File: src/rtl/flash_arb_pkg.sv
// Shared types and constants for the SPI flash read arbiter.
package flash_arb_pkg;

    // Arbiter sequencing: idle/arbitrate, flash transfer, end-of-transfer, respond, hold.
    typedef enum logic [2:0] {
        IDLE,
        FLASH_REQ,
        FLASH_EOT,
        RESPOND,
        HOLD
    } state_t;

    // Requester identity, also used as the round-robin memory.
    typedef enum logic {
        PORT_A,
        PORT_B
    } port_t;

    // Flash reads are always whole words; byte offset bits are forced to zero.
    localparam logic [31:0] FLASH_WORD_MASK = 32'hFFFF_FFFC;

endpackage

File: src/rtl/flash_word_buffer.sv
// One-word last-read buffer: tag/data/valid with lookup, fill and flush.
// Flush takes priority over a fill landing in the same cycle.
module flash_word_buffer #(
    parameter int TAG_BITS = 22
) (
    input  logic                i_clock,
    input  logic                i_reset,
    input  logic                i_flush,
    input  logic                i_fill,
    input  logic [TAG_BITS-1:0] i_fill_tag,
    input  logic [31:0]         i_fill_data,
    input  logic [TAG_BITS-1:0] i_lookup_tag,
    output logic                o_hit,
    output logic [31:0]         o_data
);

    logic                r_valid;
    logic [TAG_BITS-1:0] r_tag;
    logic [31:0]         r_data;

    // Valid bit: flush always wins, otherwise a fill marks the entry usable.
    always_ff @(posedge i_clock or negedge i_reset) begin
        if (!i_reset) begin
            r_valid <= 1'b0;
            r_tag   <= '0;
            r_data  <= '0;
        end else begin
            if (i_flush) begin
                r_valid <= 1'b0;
            end else if (i_fill) begin
                r_valid <= 1'b1;
            end
            if (i_fill) begin
                r_tag  <= i_fill_tag;
                r_data <= i_fill_data;
            end
        end
    end

    assign o_hit  = r_valid && (r_tag == i_lookup_tag);
    assign o_data = r_data;

endmodule

File: src/rtl/spi_flash_arbiter.sv
// Two-port round-robin arbiter in front of a single SPI flash read engine,
// with an optional one-word last-read buffer. ADDR_BITS must be below 32.
module spi_flash_arbiter
    import flash_arb_pkg::*;
#(
    parameter bit BUFFER_ENABLE = 1'b1,
    parameter int ADDR_BITS     = 24
) (
    input  logic        i_clock,
    input  logic        i_reset,
    input  logic        i_a_request,
    input  logic [31:0] i_a_address,
    output logic [31:0] o_a_rdata,
    output logic        o_a_ready,
    input  logic        i_b_request,
    input  logic [31:0] i_b_address,
    output logic [31:0] o_b_rdata,
    output logic        o_b_ready,
    input  logic        i_flush,
    output logic        o_flash_request,
    output logic [31:0] o_flash_address,
    input  logic [31:0] i_flash_rdata,
    input  logic        i_flash_ready
);

    localparam int TAG_BITS = ADDR_BITS - 2;

    state_t              r_state;
    port_t               r_grant;
    port_t               r_last_grant;
    logic [TAG_BITS-1:0] r_word;
    logic [31:0]         r_resp;

    port_t               w_grant;
    logic [31:0]         w_req_addr;
    logic [TAG_BITS-1:0] w_req_tag;
    logic [31:0]         w_flash_addr;
    logic                w_any_req;
    logic                w_granted_req;
    logic                w_buf_hit;
    logic [31:0]         w_buf_data;
    logic                w_hit;
    logic                w_fill;
    logic                w_unused_hi;

    // Round-robin pick: on a tie the port that did not win last time goes first.
    always_comb begin
        w_grant = PORT_A;
        if (i_a_request && i_b_request) begin
            w_grant = (r_last_grant == PORT_A) ? PORT_B : PORT_A;
        end else if (i_b_request) begin
            w_grant = PORT_B;
        end
    end

    assign w_req_addr    = (w_grant == PORT_A) ? i_a_address : i_b_address;
    assign w_req_tag     = w_req_addr[ADDR_BITS-1:2];
    assign w_flash_addr  = 32'(w_req_addr[ADDR_BITS-1:0]) & FLASH_WORD_MASK;
    assign w_unused_hi   = |w_req_addr[31:ADDR_BITS];
    assign w_any_req     = i_a_request | i_b_request;
    assign w_granted_req = (r_grant == PORT_A) ? i_a_request : i_b_request;
    // A flush arriving in the arbitration cycle must not let stale data through.
    assign w_hit         = BUFFER_ENABLE && w_buf_hit && !i_flush;
    assign w_fill        = BUFFER_ENABLE && (r_state == FLASH_REQ) && i_flash_ready;

    flash_word_buffer #(
        .TAG_BITS (TAG_BITS)
    ) u_buffer (
        .i_clock      (i_clock),
        .i_reset      (i_reset),
        .i_flush      (i_flush),
        .i_fill       (w_fill),
        .i_fill_tag   (r_word),
        .i_fill_data  (i_flash_rdata),
        .i_lookup_tag (w_req_tag),
        .o_hit        (w_buf_hit),
        .o_data       (w_buf_data)
    );

    // Arbitration, flash handshake and port handshake sequencing with registered outputs.
    always_ff @(posedge i_clock or negedge i_reset) begin
        if (!i_reset) begin
            r_state         <= IDLE;
            r_grant         <= PORT_A;
            r_last_grant    <= PORT_B;
            r_word          <= '0;
            r_resp          <= '0;
            o_a_ready       <= 1'b0;
            o_b_ready       <= 1'b0;
            o_a_rdata       <= '0;
            o_b_rdata       <= '0;
            o_flash_request <= 1'b0;
            o_flash_address <= '0;
        end else begin
            case (r_state)
                IDLE: begin
                    if (w_any_req) begin
                        r_grant      <= w_grant;
                        r_last_grant <= w_grant;
                        r_word       <= w_req_tag;
                        if (w_hit) begin
                            r_resp  <= w_buf_data;
                            r_state <= RESPOND;
                        end else begin
                            o_flash_request <= 1'b1;
                            o_flash_address <= w_flash_addr;
                            r_state         <= FLASH_REQ;
                        end
                    end
                end
                FLASH_REQ: begin
                    if (i_flash_ready) begin
                        r_resp          <= i_flash_rdata;
                        o_flash_request <= 1'b0;
                        r_state         <= FLASH_EOT;
                    end
                end
                FLASH_EOT: begin
                    if (!i_flash_ready) begin
                        r_state <= RESPOND;
                    end
                end
                RESPOND: begin
                    // A requester that gave up early gets no ready at all.
                    if (w_granted_req) begin
                        if (r_grant == PORT_A) begin
                            o_a_ready <= 1'b1;
                            o_a_rdata <= r_resp;
                        end else begin
                            o_b_ready <= 1'b1;
                            o_b_rdata <= r_resp;
                        end
                        r_state <= HOLD;
                    end else begin
                        r_state <= IDLE;
                    end
                end
                HOLD: begin
                    if (!w_granted_req) begin
                        o_a_ready <= 1'b0;
                        o_b_ready <= 1'b0;
                        r_state   <= IDLE;
                    end
                end
                default: r_state <= IDLE;
            endcase
        end
    end

endmodule

File: config.mk
export PLATFORM = sky130hd
export DESIGN_NAME = spi_flash_arbiter
export DESIGN_NICKNAME = d
export VERILOG_FILES = /design/src/rtl/flash_arb_pkg.sv /design/src/rtl/flash_word_buffer.sv /design/src/rtl/spi_flash_arbiter.sv
export SDC_FILE = /design/constraint.sdc
export NUM_CORES = 1
export LEC_CHECK = 0
export ABC_AREA = 0
export CAP_MARGIN = 15
export CELL_PAD_IN_SITES_DETAIL_PLACEMENT = 0
export CELL_PAD_IN_SITES_GLOBAL_PLACEMENT = 1
export CORE_MARGIN = 1.5
export CORE_UTILIZATION = 36
export DETAILED_ROUTE_END_ITERATION = 16
export MAX_ROUTING_LAYER = met4
export PLACE_DENSITY_LB_ADDON = 0.1
export SYNTH_ARGS = -nofsm -noshare
export SYNTH_HDL_FRONTEND = slang
export SYNTH_SLANG_ARGS = --single-unit
File: constraint.sdc
create_clock -name i_clock -period 2.7 [get_ports i_clock]
set_input_delay 0.54 -clock i_clock [delete_from_list [all_inputs] [get_ports i_clock]]
set_output_delay 0.54 -clock i_clock [all_outputs]
set_load 0.03 [all_outputs]
==> flow_metrics.tcl <==
set metrics [dict create \
    gp_congestion 0.758 \
    drtIter0Drc 415 \
    rrSetupSlack_ps 0.8 \
    grt_pass1_wl_mm 40.0 \
    power_mw 15.7 \
    skew_ps 17.9 \
    die_x_um 163 \
    grt_max_degree 92 \
    initial_core_util_pct 36.7 \
    crit_arrival_ps 3140 \
    clock_sinks 203 \
    antenna_cells 0 \
    max_cap_viol_count 0 \
    p_leak_nw 5.62 \
    cp-end-kind "register" \
    clock-root-buffer "clkbuf_16" \
    period_minus_slack_ps 2700 \
    yosysUniqueCellTypes 52 \
    p_switching_mw 6.03 \
    ant_nets 0 \
    rsz0062_at_grt "true" \
    hold_class "in -> async" \
    synth_top_area_share_pct 54.6 \
    nets 1197 \
    cts_buffers 25 \
    period_share_pct 100 \
    clock_latency_ps 520 \
    antenna_found_initial 0 \
    ys_warn_count 0 \
    die-area_um2 26700 \
    firstDrtPassIters 5 \
    rr_startpoint "r_last_grant" \
    crit_fanout 32 \
    yosysSeqAreaShare_pct 54.8 \
    placed_area_um2 11700 \
    swShare_pct 38.4 \
    synth_area_leader_cell "dfrtp_1" \
    cts_hold_buf 0 \
    clock.fmax_mhz 370 \
    ir_drop_mv 0.646 \
    synthTopCellsByArea "dfrtp_1, mux2_2, nand2_1" \
    cts_tree "yes" \
    grt_overflow 0 \
    cp.required_ps 3140 \
    max-slew-margin-rel_pct 57.3 \
    synth_ff_type "dfrtp_1" \
    hpwl_mm 15.9 \
    cts_buffer_depth 3 \
    ys_ff_latch 203 \
    syn_inst 891 \
    worstMarginPinSlew_ps 641 \
    path_clk_slew_ps 60 \
    path_class "reg -> reg" \
    via_per_inst 4.93 \
    combPwrFrac_pct 43.9 \
    io_buffers 170 \
    post-route-cell-area_um2 12800 \
    power_frac_clock_pct 21.1 \
    grt_pass1_vias 7074 \
    ctsHtreeMaxLevel 1 \
    core_um2 25300 \
    final_layout_size_suffix_gt1_share_pct 21.6 \
    power_density_nw_per_um2 1230 \
    intPower_mw 9.69 \
    outcome "finished clean" \
    final_util_pct 50.7 \
    drc_errors 0 \
    hold_viol 0 \
    io_pins 201 \
    power_frac_seq_pct 35.0 \
    area_growth_pct 38.3 \
    pre_cts_slack_ps -633 \
    r2r_cells 11 \
    worst_slack_ps 0.786 \
    syn_area_per_cell_um2 10.4 \
    yosysMostFrequentCell "dfrtp_1" \
    rr_endpoint "r_resp[23]" \
    postSynth.asyncResetShare_pct 100 \
    wire_per_inst_um 17.5 \
    cp-start-kind "register" \
    die_h_um 163 \
    wl_mm 25.2 \
    grt_use_total_pct 19.6 \
    synth_edf_count 0 \
    rows 58 \
    syn_area_um2 9270 \
    vias 7106 \
    setup_violations 0 \
    netlist_top_cells_count "dfrtp_1, nand2_1, nor2_1, mux2_2, clkbuf_1" \
    drv_slew 0 \
]
[cell families (layout without fill, tap and decap cells)]
kind of cell / Yosys count / in the layout / synth area share [%]
XOR/XNOR: 11 / 11 / 1.04
flip-flops: 203 / 203 / 54.8
buffers and inverters: 98 / 309 / 4.91
multiplexers: 96 / 96 / 11.6
AND/OR/NAND/NOR: 357 / 357 / 17.5
other: 1 / 10 / 0.0405
AO/OA/AOI/OAI: 125 / 125 / 10.1
[flip-flops by register name (all words and copies together), names as in the netlist]
register and count:
u_buffer.r_tag 22, o_flash_request 1, r_state 3, o_a_rdata 32, o_a_ready 1, r_word 22
o_b_rdata 32, u_buffer.r_valid 1, o_b_ready 1, o_flash_address 22, r_resp 32, r_grant 1
r_last_grant 1, u_buffer.o_data 32
[power groups by stage]
stage          Combinational (mW)  Clock [mW]  Sequential [mW]
5_1_grt                      7.51        3.52             5.70
3_3_place_gp                 6.63           0             5.53
2_1_floorplan                2.94           0             6.62
3_5_place_dp                 6.70           0             5.54
6_report                     6.91        3.31             5.51
4_1_cts                      6.93        3.41             5.51
[metal layers]
layer / part of all wire, % / global-route usage [%] / up-vias
li1: - / - / 3438
met1: 48 / 28.0 / 3476
met2: 46 / 29.6 / 163
met3: 4.3 / 3.10 / 29
met4: 1.4 / 3.88 / 0
met5: 0 / - / -
[cells in the final DEF, fill, tap and decap left out, types with 26 or more instances in the layout]
| cell | instances |
|---|---|
| inv_1 | 26 |
| buf_4 | 47 |
| mux2_2 | 65 |
| nor2_1 | 77 |
| nand4_1 | 38 |
| dfrtp_1 | 202 |
| clkdlybuf4s50_1 | 167 |
| a21oi_2 | 31 |
| o22ai_1 | 33 |
| nand2_1 | 188 |
[stage by stage]
stage	hold WS, ps	std cells	TNS [ps]
2_1_floorplan	244	900	-7570
4_1_cts	72.6	1440	-141
5_1_grt	81.1	1441	-2750
3_5_place_dp	451	1379	-33260
6_report	39.9	1441	0
3_3_place_gp	448	1379	-29440
[cell type report]
class                   instances  area [um2]
clock inverters                 6        61.3
fillers                      2347       12400
well taps                     330         413
flip-flops and latches        203        5080
inverters                      27         101
repair buffers                239        2460
multi-input cells             599        3940
clock buffers                  37         761
[critical path, cell delays in order, from the launching register on]
cell and delay [ps]:
dfstp_2 560, a21boi_4 70, buf_12 140, buf_12 130, buf_6 110, nand3b_1 80
nand4_1 160, nor4_4 330, nand2_1 140, or4_4 540, buf_12 200, a21oi_2 140
[how the worst max path moves through the flow]
stage | slack (ps) | startpoint | end
2_1_floorplan | -160 | i_a_request | r_resp[10]
6_report | 0.8 | r_last_grant | r_resp[23]
3_3_place_gp | -550 | i_a_request | o_flash_address[8]
4_1_cts | -30 | r_last_grant | r_resp[23]
3_5_place_dp | -630 | i_b_request | o_flash_address[17]
5_1_grt | -110 | r_last_grant | o_flash_address[13]
[what timing repair did]
| action | CTS | global route |
|---|---|---|
| cloned | 3 | 0 |
| gates resized for setup | 18 | 7 |
| pin swaps | 7 | 4 |
| setup buffers | 15 | 2 |
| setup endpoints to repair | 53 | 51 |
No activity file was read; power rests on OpenSTA's default activity.
